===== src/rtl/serial_arith_unit.sv =====
// serial_arith_unit: bit-serial arithmetic unit.
// One full-adder slice plus a carry flop evaluates A + Y + Cin one bit per
// clock, LSB first, where Y is chosen per bit by s1/s0 (0, B, ~B or all-ones).
//
// Handshake: a controller raises start while the unit is in IDLE or DONE; the
// operands are captured on that edge. busy is high while bits are being
// processed. done is a one-cycle pulse marking F/Cout valid. F/Cout then hold
// until the next operation completes.
module serial_arith_unit #(
  parameter int WIDTH = 4
) (
  input  logic             clk,
  input  logic             rst_n,
  input  logic             start,
  input  logic [WIDTH-1:0] A,
  input  logic [WIDTH-1:0] B,
  input  logic             Cin,
  input  logic             s1,
  input  logic             s0,
  output logic             busy,
  output logic             done,
  output logic [WIDTH-1:0] F,
  output logic             Cout,
  output logic [1:0]       dbg_state_o
);

  localparam int CW = $clog2(WIDTH);
  localparam logic [CW-1:0] LAST_IDX = CW'(WIDTH - 1);

  typedef enum logic [1:0] {
    ST_IDLE  = 2'd0,
    ST_SHIFT = 2'd1,
    ST_DONE  = 2'd2
  } state_e;

  state_e           state_q, state_d;
  logic [WIDTH-1:0] a_q, a_d;
  logic [WIDTH-1:0] b_q, b_d;
  logic             s1_q, s1_d;
  logic             s0_q, s0_d;
  logic             c_q, c_d;
  logic [CW-1:0]    cnt_q, cnt_d;
  logic [WIDTH-1:0] res_q, res_d;
  logic [WIDTH-1:0] f_q, f_d;
  logic             cout_q, cout_d;

  logic accept;
  logic last_bit;
  logic a_bit, b_bit, y_bit, f_bit, c_next;

  // Single full-adder slice working on the bit selected by the counter.
  always_comb begin
    a_bit  = a_q[cnt_q];
    b_bit  = b_q[cnt_q];
    y_bit  = (b_bit & s0_q) | (~b_bit & s1_q);
    f_bit  = a_bit ^ y_bit ^ c_q;
    c_next = (a_bit & y_bit) | (a_bit & c_q) | (y_bit & c_q);
  end

  // Control FSM: decides when a start is accepted and when the last bit runs.
  always_comb begin
    state_d  = state_q;
    accept   = 1'b0;
    last_bit = 1'b0;
    case (state_q)
      ST_IDLE: begin
        if (start) begin
          accept  = 1'b1;
          state_d = ST_SHIFT;
        end
      end
      ST_SHIFT: begin
        // start is deliberately ignored here; operands stay as captured.
        if (cnt_q == LAST_IDX) begin
          last_bit = 1'b1;
          state_d  = ST_DONE;
        end
      end
      ST_DONE: begin
        // Back-to-back start is taken exactly as from IDLE.
        if (start) begin
          accept  = 1'b1;
          state_d = ST_SHIFT;
        end else begin
          state_d = ST_IDLE;
        end
      end
      default: state_d = ST_IDLE;
    endcase
  end

  // Datapath next-state: operand capture, serial shifting and result load.
  always_comb begin
    a_d    = a_q;
    b_d    = b_q;
    s1_d   = s1_q;
    s0_d   = s0_q;
    c_d    = c_q;
    cnt_d  = cnt_q;
    res_d  = res_q;
    f_d    = f_q;
    cout_d = cout_q;
    if (accept) begin
      a_d   = A;
      b_d   = B;
      s1_d  = s1;
      s0_d  = s0;
      c_d   = Cin;
      cnt_d = '0;
      res_d = '0;
    end else if (state_q == ST_SHIFT) begin
      // Result shifts right so bit 0 ends up in the LSB after WIDTH steps.
      res_d = {f_bit, res_q[WIDTH-1:1]};
      c_d   = c_next;
      if (last_bit) begin
        // Counter holds on the final bit instead of wrapping.
        f_d    = {f_bit, res_q[WIDTH-1:1]};
        cout_d = c_next;
      end else begin
        cnt_d = cnt_q + 1'b1;
      end
    end
  end

  // State and datapath registers; async reset discards any partial result.
  always_ff @(posedge clk or negedge rst_n) begin
    if (!rst_n) begin
      state_q <= ST_IDLE;
      a_q     <= '0;
      b_q     <= '0;
      s1_q    <= 1'b0;
      s0_q    <= 1'b0;
      c_q     <= 1'b0;
      cnt_q   <= '0;
      res_q   <= '0;
      f_q     <= '0;
      cout_q  <= 1'b0;
    end else begin
      state_q <= state_d;
      a_q     <= a_d;
      b_q     <= b_d;
      s1_q    <= s1_d;
      s0_q    <= s0_d;
      c_q     <= c_d;
      cnt_q   <= cnt_d;
      res_q   <= res_d;
      f_q     <= f_d;
      cout_q  <= cout_d;
    end
  end

  assign busy        = (state_q == ST_SHIFT);
  assign done        = (state_q == ST_DONE);
  assign F           = f_q;
  assign Cout        = cout_q;
  assign dbg_state_o = state_q;

endmodule

===== config.mk =====
export PLATFORM = sky130hd
export DESIGN_NAME = serial_arith_unit
export DESIGN_NICKNAME = d
export VERILOG_FILES = /design/src/rtl/serial_arith_unit.sv
export SDC_FILE = /design/constraint.sdc
export NUM_CORES = 1
export LEC_CHECK = 0
export BUFFER_PORTS_ARGS = -buffer_cell sky130_fd_sc_hd__buf_2
export CELL_PAD_IN_SITES_DETAIL_PLACEMENT = 1
export CELL_PAD_IN_SITES_GLOBAL_PLACEMENT = 1
export CORE_MARGIN = 5
export CORE_UTILIZATION = 45
export CTS_CLUSTER_SIZE = 25
export DETAILED_ROUTE_END_ITERATION = 16
export PLACE_DENSITY = 0.92
export SLEW_MARGIN = 40
export SYNTH_ARGS = -nofsm -noshare
export SYNTH_HDL_FRONTEND = slang
export SYNTH_SLANG_ARGS = --single-unit

===== constraint.sdc =====
create_clock -name clk -period 5.5 [get_ports clk]
set_input_delay 1.1 -clock clk [delete_from_list [all_inputs] [get_ports clk]]
set_output_delay 1.1 -clock clk [all_outputs]
set_load 0.005 [all_outputs]

==> impl_metrics.yaml <==
grt:
  grt_usage: 0.132
  grt_pass1_wl_um: 3280
  grt_pass1_vias: 726
  grt_max_degree: 24
  antenna_found_initial: 0
  gr-total-overflow: 0
placement:
  placed_cells_incl_taps: 116
  placed_area_mm2: 0.00114
  place_congestion: 0.657
  portBuffers: 22
  dpl.hpwl_um: 1530
worst_setup_path:
  max_stage_delay_ns: 0.44
  crit_required_ns: 4.40
  cp-end-kind: "output port"
  cp_max_fo: 7
  crit_path_start_kind: "register"
  r2r_start: "cnt_q[0]"
  path_cells: "and2b_1, buf_2"
  cp_num_buf_inv: 1
  arrival_ns: 1.35
  cpLargestDelayFamily: "flip-flops"
  cp_slowest_cell: "dfrtp_1"
  cp-startpoint: "dbg_state_o[1]"
  path_class: "register to output port"
layout:
  final_nets: 109
  postLayoutCellArea_mm2: 0.00117
  drive_gt1_frac: 0.500
  area_growth_pct: 14.7
  final_cells: 120
  fillers: 243
  n_antenna_cell: 0
power_and_ir_drop:
  p_comb_frac: 0.447
  switching_share: 0.353
  netSwitchingPower_w: 0.000245
  power_frac_clock: 0.116
  p_leak_nw: 0.572
  ir_worst_vdd_mv: 0.237
  powerDensity_mw_per_mm2: 595
  power_frac_seq: 0.437
  p_int_w: 0.000450
  fin_total_pwr_w: 0.000695
timing:
  worst_pin_slew_ns: 0.519
  relSlewSlack: 0.654
  fin_crit_ns: 2.45
  tns_ns: 0
  whs_ns: 0.496
  setup_viol: 0
  finalHoldViolCount: 0
  clock.fmax_ghz: 0.407
  finClkSkew_ns: 0.0135
  finalCritPeriodShare: 0.446
  slew_viol_final: 0
  rsz0062_at_grt: "no"
clock_network:
  cts_buffers: 3
  cts_root_buffer: "clkbuf_4"
  cts_hold_buf: 0
  post_cts_buffers: 0
  insertion_delay_ns: 0.32
  post_cts_resized: 0
  cts.clk_slew.worst_paths_ns: 0.14
  cts_tree: "yes"
  cts_max_level: 1
  clock_path_buffers: 2
  clock-sinks: 23
synthesis:
  synth_top_area_frac: 0.565
  ys_types: 22
  postSynth.asyncResetShare: 1.00
  synth-seq-cells: 23
  yosysWarnings: 0
  synth_common_cells: "dfrtp_1 (23), mux2_2 (13), inv_1 (5)"
  yosysMostFrequentCell: "dfrtp_1"
  syn_inst: 68
  avgSynthCellArea_um2: 15.0
  synth_edf_count: 0
  ys_seq_area_frac: 0.565
  syn_area_mm2: 0.00102
  syn_nets: 84
  synthTopCellsByArea: "dfrtp_1 (57%), mux2_2 (14%), a22o_1 (3.4%)"
  synthFlopType: "dfrtp_1"
  synth_largest_area_cell: "dfrtp_1"
floorplan:
  die_w_um: 57.6
  start_util: 0.465
  core_mm2: 0.00219
  die_area_mm2: 0.00331
  io_pins: 23
  die_y_um: 57.6
  row_count: 17
job:
  max_cap_violations: 0
detailed_routing:
  vias_per_cell: 5.04
  antenna_left: 0
  wl_um: 1950
  first_pass_iters: 3
  via_count: 605
  wire_per_inst_um: 16.3
  drt_iter0_markers: 2
  drc: 0
min_path:
  min-delay-start: "Cout"
  min_path_type: "register to register"
outcome:
  outcome: "finished, final reports clean"
==> flip-flops by register name, summed over array words and instances, names as in the netlist <==
register     flops
F                4
a_q              4
b_q              4
res_q            3
cnt_q            2
dbg_state_o      2
Cout             1
c_q              1
s0_q             1
s1_q             1
==> tightest hold or removal path: cells and delay by family (launching register included) <==
family	cells	cell delay (ns)
AND/OR/NAND/NOR	1	0.05
flip-flops	1	0.36
AO/OA/AOI/OAI	1	0.06
==> final cells by class <==
cell class | instances | area [um2] | area share
repair buffers | 22 | 110 | 0.0942
clock inverters | 1 | 5.00 | 0.00428
flip-flops and latches | 23 | 576 | 0.493
multi-input cells | 38 | 402 | 0.344
clock buffers | 3 | 22.5 | 0.0193
inverters | 5 | 18.8 | 0.0161
well taps | 28 | 35.0 | 0.0300
==> layer usage <==
layer,track usage,up-vias,part of all wire
li1,-,287,-
met1,0.146,296,0.40
met2,0.235,19,0.52
met3,0.0249,3,0.058
met4,0.0695,0,0.019
met5,0,-,0
==> worst paths after layout <==
| kind | end | slack (ns) | cells after the start |
|---|---|---|---|
| max | busy | 3.05 | 2 |
| min | Cout | 0.50 | 2 |
| max reg2reg | res_q[3] | 3.45 | 5 |
| min reg2reg | Cout | 0.50 | 2 |
| max in group asynchronous | a_q[0] | 4.41 | 1 |
| min in group asynchronous | res_q[2] | 0.72 | 1 |
==> cell families (layout without fill, tap and decap cells) <==
logic type | after synthesis | in the layout | synth area share
AOI/OAI and AO/OA | 8 | 8 | 0.0676
xor gates and xnor gates | 1 | 1 | 0.00860
adders and majority gates | 2 | 2 | 0.0319
buffers and inverters | 7 | 31 | 0.0405
DFF | 23 | 23 | 0.565
muxes | 16 | 16 | 0.201
and+or+nand+nor | 11 | 11 | 0.0848
==> layout by cell type, fill, tap and decap left out, types with 2 or more instances in the layout <==
master / synthesis / layout
nand2_1: 2 / 2
clkbuf_4: 0 / 3
inv_1: 5 / 5
o21ai_0: 2 / 2
nor2b_1: 3 / 3
dfrtp_1: 23 / 23
a22o_1: 4 / 4
buf_2: 0 / 22
mux2_2: 13 / 13
==> power groups by stage <==
stage	logic, W	registers [W]	clock network [W]
2_1_floorplan	0.000247	0.000296	0
3_3_place_gp	0.000293	0.000303	0
3_5_place_dp	0.000320	0.000310	0
4_1_cts	0.000321	0.000306	0.0000849
5_1_grt	0.000348	0.000315	0.0000910
6_report	0.000311	0.000304	0.0000804
==> through the flow <==
step | setup slack, ns | utilization
after floorplan | 3.59 | -
after global placement | 3.41 | 0.521
after detailed placement | 3.38 | 0.521
after CTS | 3.01 | 0.533
after global routing | 2.94 | 0.533
final | 3.05 | 0.533
No activity file was read; power rests on OpenSTA's default activity.
